### src/rtl/fir_coeff_loader.sv
// Coefficient loader: accepts signed host beats and writes their magnitudes into
// a positive and a negative SRAM bank, one registered write per accepted beat.
module fir_coeff_loader (
    input  logic        iClk_12M,
    input  logic        iRst,
    input  logic        iLoadStart,
    input  logic [5:0]  iNumOfCoeff,
    input  logic        iCoeffValid,
    input  logic [15:0] iCoeffData,
    output logic        oCoeffReady,
    output logic        oCoeffiUpdateFlag,
    output logic        oCsnRam,
    output logic        oWrnRam,
    output logic [3:0]  oAddrRam_pos,
    output logic [3:0]  oAddrRam_neg,
    output logic [15:0] oWrDtRam,
    output logic [5:0]  oNumOfCoeff,
    output logic        oBusy,
    output logic        oDone,
    output logic        oErr,
    output logic [1:0]  oState
);

    typedef enum logic [1:0] {IDLE = 2'd0, LOAD = 2'd1, DONE = 2'd2, ERR = 2'd3} state_t;

    state_t      state_q;
    logic [5:0]  n_q, cnt_q, nwr_q;
    logic [3:0]  pos_cnt_q, neg_cnt_q, addr_pos_q, addr_neg_q;
    logic [15:0] dat_q;
    logic        csn_q, wrn_q, upd_q, busy_q, done_q, err_q;

    logic        accept_d, is_neg_d, overflow_d;
    logic [15:0] mag_d;

    // Handshake: a beat transfers on a rising edge where iCoeffValid && oCoeffReady.
    assign oCoeffReady = (state_q == LOAD) && (cnt_q < n_q);
    assign accept_d    = iCoeffValid && oCoeffReady;
    assign is_neg_d    = iCoeffData[15];
    assign overflow_d  = is_neg_d ? (neg_cnt_q == 4'd15) : (pos_cnt_q == 4'd15);

    // -0x8000 is not representable, so the most negative input saturates.
    always_comb begin
        mag_d = iCoeffData;
        if (is_neg_d) begin
            mag_d = (iCoeffData == 16'h8000) ? 16'h7FFF : (16'd0 - iCoeffData);
        end
    end

    always_ff @(posedge iClk_12M) begin
        if (iRst) begin
            state_q    <= IDLE;
            n_q        <= '0;
            cnt_q      <= '0;
            nwr_q      <= '0;
            pos_cnt_q  <= '0;
            neg_cnt_q  <= '0;
            addr_pos_q <= '0;
            addr_neg_q <= '0;
            dat_q      <= '0;
            csn_q      <= 1'b1;
            wrn_q      <= 1'b1;
            upd_q      <= 1'b0;
            busy_q     <= 1'b0;
            done_q     <= 1'b0;
            err_q      <= 1'b0;
        end else begin
            csn_q  <= 1'b1;
            wrn_q  <= 1'b1;
            done_q <= 1'b0;
            case (state_q)
                IDLE: begin
                    if (iLoadStart) begin
                        n_q       <= iNumOfCoeff;
                        cnt_q     <= '0;
                        nwr_q     <= '0;
                        pos_cnt_q <= '0;
                        neg_cnt_q <= '0;
                        if (iNumOfCoeff == 6'd0 || iNumOfCoeff > 6'd30) begin
                            state_q <= ERR;
                            err_q   <= 1'b1;
                        end else begin
                            state_q <= LOAD;
                            err_q   <= 1'b0;
                            upd_q   <= 1'b1;
                            busy_q  <= 1'b1;
                        end
                    end
                end
                LOAD: begin
                    if (accept_d) begin
                        cnt_q <= cnt_q + 6'd1;
                        if (overflow_d) begin
                            state_q <= ERR;
                            err_q   <= 1'b1;
                            upd_q   <= 1'b0;
                            busy_q  <= 1'b0;
                        end else begin
                            csn_q <= 1'b0;
                            wrn_q <= 1'b0;
                            dat_q <= mag_d;
                            nwr_q <= nwr_q + 6'd1;
                            if (is_neg_d) begin
                                neg_cnt_q  <= neg_cnt_q + 4'd1;
                                addr_neg_q <= neg_cnt_q + 4'd1;
                            end else begin
                                pos_cnt_q  <= pos_cnt_q + 4'd1;
                                addr_pos_q <= pos_cnt_q + 4'd1;
                            end
                            if (cnt_q + 6'd1 == n_q) begin
                                state_q <= DONE;
                                done_q  <= 1'b1;
                                busy_q  <= 1'b0;
                            end
                        end
                    end
                end
                DONE: begin
                    state_q <= IDLE;
                    upd_q   <= 1'b0;
                end
                default: begin
                    state_q <= IDLE;
                end
            endcase
        end
    end

    assign oCoeffiUpdateFlag = upd_q;
    assign oCsnRam           = csn_q;
    assign oWrnRam           = wrn_q;
    assign oAddrRam_pos      = addr_pos_q;
    assign oAddrRam_neg      = addr_neg_q;
    assign oWrDtRam          = dat_q;
    assign oNumOfCoeff       = nwr_q;
    assign oBusy             = busy_q;
    assign oDone             = done_q;
    assign oErr              = err_q;
    assign oState            = state_q;

endmodule

### config.mk
export PLATFORM = sky130hd
export DESIGN_NAME = fir_coeff_loader
export DESIGN_NICKNAME = d
export VERILOG_FILES = /design/src/rtl/fir_coeff_loader.sv
export SDC_FILE = /design/constraint.sdc
export NUM_CORES = 1
export LEC_CHECK = 0
export BUFFER_PORTS_ARGS = -buffer_cell sky130_fd_sc_hd__buf_2
export CAP_MARGIN = 0
export CORE_MARGIN = 1.5
export CORE_UTILIZATION = 40
export CTS_CLUSTER_SIZE = 8
export DETAILED_ROUTE_END_ITERATION = 6
export HOLD_SLACK_MARGIN = 0.15
export SLEW_MARGIN = 10
export SYNTH_ARGS = -nofsm -noshare
export SYNTH_HDL_FRONTEND = slang
export SYNTH_SLANG_ARGS = --single-unit
### constraint.sdc
create_clock -name iClk_12M -period 2.8 [get_ports iClk_12M]
set_clock_uncertainty 0.05 [all_clocks]
set_input_delay 0.28 -clock iClk_12M [delete_from_list [all_inputs] [get_ports iClk_12M]]
set_output_delay 0.28 -clock iClk_12M [all_outputs]
set_load 0.05 [all_outputs]
-- After elaboration in Yosys (flattened, before gate mapping)
Index checks and enable logic that the tools add are counted.
- add/sub/neg operators: 5
- order comparisons: 2
- equal/unequal tests: 14
- multiplexer cells: 40
- bitwise logic cells: 4
- reduce and logical (&&, ||, !) cells: 21
- operators by type and width (operator ; number):
    2-to-1 mux 16 bit ; 2
    2-to-1 mux 4 bit ; 7
    2-to-1 mux 6 bit ; 4
    case mux 6 bit (2 select lines) ; 2
    AND reduction 5 bit ; 4
    == test 16 bit, second input constant ; 1
    case mux 4 bit (2 select lines) ; 2
    AND reduction 4 bit ; 4
    subtractor 1 x 16 -> 16 bit, first input constant ; 1
    2-to-1 mux 1 bit ; 14
    inequality test 2 bit, second input constant ; 7
    adder 6 x 1 -> 6 bit, second input constant ; 2
    2-to-1 mux 2 bit ; 5
    AND reduction 3 bit ; 3
    adder 4 x 1 -> 4 bit, second input constant ; 2
    == test 4 bit, second input constant ; 2
    == test 6 bit ; 1
    > comparator 6 x 5 -> 1 bit, second input constant ; 1
    logical NOT 6 bit ; 1
    less-than comparator 6 bit ; 1
    inverter 1 bit ; 4
    case mux 1 bit (2 select lines) ; 2
    case mux 2 bit (2 select lines) ; 1
    OR reduction 4 bit ; 1
    11 further kinds ; 12
- register bits: 57
- input bits: 26
- logic and storage cells: 100

-- Longest topological paths before layout
Gate-level depths: netlist of the first run.
- depth after elaboration: 6
- depth in mapped cells: 9
- gate-level depth less buffers: 8

-- Worst setup path before layout of the first run
No wires, ideal clock.
- path kind: reg-to-reg
- start: reg state_q[0], in the netlist oState[0]
- end: reg nwr_q[5], in the netlist oNumOfCoeff[5]
- arrival time: 2.510 ns
- data required time: 2.680 ns
- path slack: 0.169 ns
- stages on the path, launching flop included: 8
- buffers on the path: 1
- period minus slack after synthesis: 2.631 ns
- cell sequence: dfxtp_1 ha_1 buf_4 inv_1 o21ai_1 o21ai_1 or4_1 a21oi_1
- word-level cells in the longest chain between the ends: 5
- ends and longest elaborated chain (element ; RTL line ; text):
    start: declaration ; 26 ; state_t state_q;
    start signal: assignment ; 51 ; state_q <= IDLE;
    start signal: assignment ; 79 ; state_q <= ERR;
    start signal: assignment ; 82 ; state_q <= LOAD;
    == test 2 x 1 -> 1 bit ; 36, 70 ;
    logical AND 1 bit ; 36 ; assign oCoeffReady = (state_q == LOAD) && (cnt_q < n_q);
    logical AND 1 bit ; 37 ; assign accept_d = iCoeffValid && oCoeffReady;
    inequality test 2 bit (no line) ; -- ;
    AND reduction 4 bit (no line) ; -- ;
    end signal: assignment ; 101 ; nwr_q <= nwr_q + 6'd1;
    end: declaration ; 27 ; logic [5:0] n_q, cnt_q, nwr_q;
Parallel ways exist; a longest one is shown, timed or not.
A chain may end at the register's enable or synchronous reset.

-- Final worst setup path of the first run
- start: reg n_q[5]
- end: reg cnt_q[4]
- word-level cells in the longest chain between the ends: 5
- ends and longest elaborated chain (element ; RTL line ; text):
    start: declaration ; 27 ;
    start signal: assignment ; 73 ; n_q <= iNumOfCoeff;
    less-than comparator 6 bit ; 36 ;
    logical AND 1 bit ; 36 ;
    logical AND 1 bit ; 37 ;
    inequality test 2 bit (no line) ; -- ;
    AND reduction 3 bit (no line) ; -- ;
    end signal: assignment ; 91 ; cnt_q <= cnt_q + 6'd1;
    end: declaration ; 27 ;
Every way passes these cells.

==> flow_metrics.tcl, run 1 <==
set metrics [dict create \
    status "finished, final reports clean" \
    die_width_um 90.3 \
    grt_setup_unrepaired "false" \
    dieHeight_um 90.3 \
    fmax_ghz 0.407 \
    pre_cts_ws_ps 325 \
    synth_xor_area_share_pct 5.46 \
    start_kind "register" \
    ys.flop_type "dfxtp_1" \
    vias 2896 \
    grt_first_pass_wirelength_mm 12.6 \
    ys_types 55 \
    synth_simple_gate_area_share_pct 21.8 \
    grt_max_degree 44 \
    hold_viol 0 \
    worstMarginPinSlew_ps 755 \
    synth_top_area_share_pct 37.5 \
    syn_to_final_growth_pct 22.2 \
    synth_async_sr_flop_share_pct 0 \
    vdd_drop_max_mv 0.552 \
    ys_seq_elements 57 \
    min_path_type "in -> reg" \
    critical_path_class "reg -> reg" \
    grt_usage_pct 19.0 \
    dieArea_um2 8150 \
    muxShareOfSynthArea_pct 1.31 \
    cts.sinks 57 \
    cts_tree "built" \
    dp_hpwl_mm 5.48 \
    utilization_pct 51.1 \
    cts_buffer_depth 2 \
    syn_area_um2 3050 \
    drc 0 \
    coreArea_um2 7290 \
    p_per_area_nw_per_um2 739 \
    p_comb_share_pct 38.6 \
    wire_per_inst_um 13.9 \
    setup_viol 0 \
    total_power_mw 2.75 \
    multiInputGateArea_um2 1760 \
    numCtsBuffers 9 \
    post-synth-top-area-cell "dfxtp_1" \
    power.leakage_nw 1.50 \
    synth_cells 365 \
    tns_ps 0 \
    antenna_found_initial 0 \
    first_global_vias 2611 \
    yosysMostFrequentCell "dfxtp_1" \
    worst_slack_ps 345 \
    initial_utilization_pct 41.8 \
    drv_slew 0 \
    p_clk_share_pct 27.5 \
    synth.area.top_cells "dfxtp_1 (37%), ha_1 (5.3%), a21oi_1 (4.3%)" \
    layout.nets 474 \
    drt_iter0_drc 167 \
    p_sw_mw 1.13 \
    insertion_delay_ps 340 \
    cts_resized 0 \
    first_pass_iters 4 \
    clkTransAtPathRegs_ps 70 \
    cp_max_fo 10 \
    syn-num-nets 404 \
    switching_share_pct 40.9 \
    viasPerCell 5.37 \
    fillers 751 \
    yosys-top-cells-count "dfxtp_1 (57), nor2_1 (33), a21oi_1 (26)" \
    synthAdderAreaFrac_pct 5.34 \
    synth_top_family_by_area "compound AO/OA/AOI/OAI gates" \
    avgSynthCellArea_um2 8.35 \
    worstPathRequired_ps 3020 \
    seq_area_um2 1140 \
    ys_warn_count 0 \
    num_rows 31 \
    maxCapViolations 0 \
    critPathCaptureType "register" \
    gp_congestion 0.836 \
    layout-drive-gt1-share_pct 23.4 \
    period_needed_ps 2450 \
    diodes 0 \
    p_int_mw 1.63 \
    placement.io_buffers 64 \
    max_slew_margin_pct 49.7 \
    cts_htree_levels 3 \
    p_seq_share_pct 33.9 \
    seq_area_frac_synth_pct 37.5 \
    critPathArrivalTime_ps 2670 \
    synth_edf_count 0 \
    cts_root_buf "clkbuf_8" \
    routed_wirelength_mm 7.50 \
    ant_nets 0 \
    io_pins 65 \
    grt_overflow 0 \
    cts_setup_buffers 0 \
    period_share_pct 87.7 \
    synth-compound-area-share_pct 23.5 \
]
## layout by cell type (no fill, tap or decap), types with 11 or more instances in the layout
master,netlist,routed
o21ai_0,20,20
ha_1,13,13
nand2_1,25,25
nand3_1,13,13
nor2_1,33,33
inv_1,19,19
a21oi_1,26,26
buf_4,2,11
dfxtp_1,57,57
buf_2,4,64
## logic make-up (layout without fill, tap and decap cells)
kind of cell | Yosys count | in the layout
xor gates and xnor gates | 19 | 19
AOI/OAI and AO/OA | 107 | 107
buffers and inverters | 38 | 113
and+or+nand+nor | 127 | 127
adders and majority gates | 13 | 13
DFF | 57 | 57
muxes | 4 | 4
## flip-flops by register name, summed over array words and instances, names as in the netlist
register	cells
oState	2
oNumOfCoeff	6
cnt_q	6
oBusy	1
pos_cnt_q	4
oWrDtRam	16
oAddrRam_neg	4
oCoeffiUpdateFlag	1
neg_cnt_q	4
oErr	1
oWrnRam	1
oAddrRam_pos	4
oDone	1
n_q	6
## critical path: stages, from the launching register on
cell and delay (ps):
dfxtp_1 360, inv_1 50, ha_1 310, a21oi_1 150, o21ai_1 180, or4_1 740, or4_1 450, o21ai_0 80
## area by class of cell
| type | count | area share, % |
|---|---|---|
| Timing Repair Buffer | 78 | 11.6 |
| Clock buffer | 9 | 3.33 |
| Inverter | 19 | 1.92 |
| Tap cell | 99 | 3.33 |
| Multi-Input combinational cell | 270 | 47.2 |
| Clock inverter | 7 | 1.92 |
| Sequential cell | 57 | 30.6 |
## final timing paths
kind,from,endpoint,slack [ps],depth (start not counted)
max,n_q[5]$_SDFFE_PP0P_,cnt_q[4]$_SDFFE_PP0P_,350,7
min,iNumOfCoeff[0],n_q[0]$_SDFFE_PP0P_,160,3
max reg2reg,n_q[5]$_SDFFE_PP0P_,cnt_q[4]$_SDFFE_PP0P_,350,7
min reg2reg,oWrDtRam[14]$_SDFFE_PP0P_,oWrDtRam[14]$_SDFFE_PP0P_,420,2
## power groups by stage
stage,Clock [mW],Sequential [mW],Combinational (mW)
2_1_floorplan,0,1.12,0.562
3_3_place_gp,0,0.950,1.05
3_5_place_dp,0,0.951,1.05
4_1_cts,0.775,0.933,1.06
5_1_grt,0.814,0.942,1.17
6_report,0.757,0.932,1.06
## per-layer routing
| metal | up-vias | GRT usage [%] | routed length, µm |
|---|---|---|---|
| li1 | 1486 | - | - |
| met1 | 1335 | 27.1 | 3800 |
| met2 | 71 | 27.7 | 3260 |
| met3 | 4 | 3.70 | 386 |
| met4 | 0 | 8.20 | 55 |
| met5 | - | 0 | 0 |
## per-stage QoR
stage / hold WS, ps / std cells / cell area (µm²)
2_1_floorplan: 373 / 365 / 3050
3_3_place_gp: 409 / 520 / 3500
3_5_place_dp: 405 / 520 / 3500
4_1_cts: 153 / 539 / 3720
5_1_grt: 171 / 539 / 3720
6_report: 163 / 539 / 3720
## what timing repair did
item / in CTS / in global routing
hold endpoints to repair: 3 / 0
setup endpoints to repair: 0 / 0
hold buffers: 3 / 0
(Power assumes the default switching activity.)
==> inputs of run 2 (changes only) <==
==> constraint.sdc (replaced) <==
create_clock -name iClk_12M -period 2.7 [get_ports iClk_12M]
set_clock_uncertainty 0.05 [all_clocks]
set_input_delay 0.27 -clock iClk_12M [delete_from_list [all_inputs] [get_ports iClk_12M]]
set_output_delay 0.27 -clock iClk_12M [all_outputs]
set_load 0.05 [all_outputs]
==> run 2 against run 1 <==
Core utilization grew 0.79 points. Sequential cell count is the same. Critical path depth grew 1. Sequential share of layout area shrank 0.47 points. Power grew 4.6%. Setup slack lost 59 ps. Wire length grew 1.3%. Global-route usage grew 0.23 points. Worst hold slack gained 68 ps. Critical endpoint is now oWrDtRam[15]$_SDFFE_PP0P_. Largest cell class unchanged.
==> flow_metrics.tcl, run 2 (synthesis results as in run 1) <==
set metrics [dict create \
    viasPerCell 5.31 \
    syn_to_final_growth_pct 24.1 \
    placement.io_buffers 64 \
    routed_wirelength_mm 7.60 \
    layout_common_cells "buf_2 (64), dfxtp_1 (57), nor2_1 (33)" \
    grt_usage_pct 19.2 \
    vias 2894 \
    finalNonFillerCells 545 \
    die_width_um 90.3 \
    dp_hpwl_mm 5.49 \
    place_area_um2 3510 \
    worstMarginPinSlew_ps 693 \
    fillers 765 \
    cts_setup_buffers 0 \
    fmax_ghz 0.414 \
    multiInputGateArea_um2 1760 \
    tns_ps 0 \
    p_per_area_nw_per_um2 761 \
    ant_nets 0 \
    gp_congestion 0.819 \
    cp_max_fo 21 \
    cts.sinks 57 \
    total_power_mw 2.88 \
    grt-busiest-layer "met2" \
    start_kind "register" \
    cts_tree "built" \
    coreArea_um2 7290 \
    drc 0 \
    grt_overflow 0 \
    period_needed_ps 2410 \
    critical_path_class "reg -> reg" \
    layout.nets 480 \
    drv_slew 0 \
    dp_cells 522 \
    grtUsageMet2_pct 28.8 \
    hold-worst-slack_ps 230 \
    wire_per_inst_um 13.9 \
    grt_setup_unrepaired "false" \
    max_slew_margin_pct 53.8 \
    worst_slack_ps 287 \
    min_path_type "in -> reg" \
    setup_viol 0 \
    met1_usage_pct 26.7 \
    seq_area_um2 1140 \
    first_global_vias 2599 \
    antenna_found_initial 0 \
    insertion_delay_ps 330 \
    io_pins 65 \
    status "finished, final reports clean" \
    worstPathRequired_ps 2910 \
    power.leakage_nw 1.53 \
    utilization_pct 51.9 \
    grt_util_met3_pct 3.79 \
    maxCapViolations 0 \
    initial_utilization_pct 41.8 \
    period_share_pct 89.4 \
    num_rows 31 \
    drt_iter0_drc 85 \
    stdcell_area_um2 3780 \
    hold_viol 0 \
    layout-drive-gt1-share_pct 23.8 \
    dieArea_um2 8150 \
    vdd_drop_max_mv 0.670 \
    pre_cts_ws_ps 253 \
    grt_max_degree 39 \
    diodes 0 \
    critPathArrivalTime_ps 2620 \
    mostFrequentLayoutCell "buf_2" \
    first_pass_iters 4 \
    numCtsBuffers 9 \
    grt_first_pass_wirelength_mm 12.7 \
    largest_register_ffs 16 \
    clkTransAtPathRegs_ps 70 \
    cts_root_buf "clkbuf_8" \
    cts_htree_levels 3 \
    dieHeight_um 90.3 \
    critPathCaptureType "register" \
    cts_buffer_depth 2 \
]
==> run 2: what timing repair did <==
action / CTS / global route
setup endpoints to repair: 0 / 1
endpoints found under the hold margin: 7 / 0
hold buffers: 7 / 0
gates resized for setup: 0 / 1
==> run 2: per-layer routing <==
layer  wire length (µm)  up-vias
li1                   -     1500
met5                  0        -
met1               3810     1319
met3                389        4
met2               3340       71
met4                 61        0
==> run 2: area by class of cell <==
class | count | share of cell area, %
Multi-Input combinational cell | 270 | 46.6
Sequential cell | 57 | 30.2
Clock buffer | 9 | 3.28
Inverter | 19 | 1.89
Tap cell | 99 | 3.28
Clock inverter | 7 | 1.85
Timing Repair Buffer | 84 | 12.9
==> run 2: worst paths after layout <==
path	end	slack, ps	cells after the start	startpoint
min	n_q[0]$_SDFFE_PP0P_	230	3	iLoadStart
max reg2reg	oWrDtRam[15]$_SDFFE_PP0P_	290	8	cnt_q[3]$_SDFFE_PP0P_
max	oWrDtRam[15]$_SDFFE_PP0P_	290	8	cnt_q[3]$_SDFFE_PP0P_
min reg2reg	oWrDtRam[1]$_SDFFE_PP0P_	410	2	oWrDtRam[1]$_SDFFE_PP0P_
==> run 2: critical path, stage by stage (launching register included) <==
cell and delay, ps:
dfxtp_1 450, ha_1 290, a21oi_1 150, o21ai_1 180, nor4_4 330, buf_4 290, nand2_1 100, or3_1 350
a21oi_1 150
==> run 2: power by group <==
group	total [mW]	switching [mW]	internal [mW]
sequential	0.968	0.0533	0.915
combinational	1.13	0.764	0.362
clock	0.784	0.358	0.425
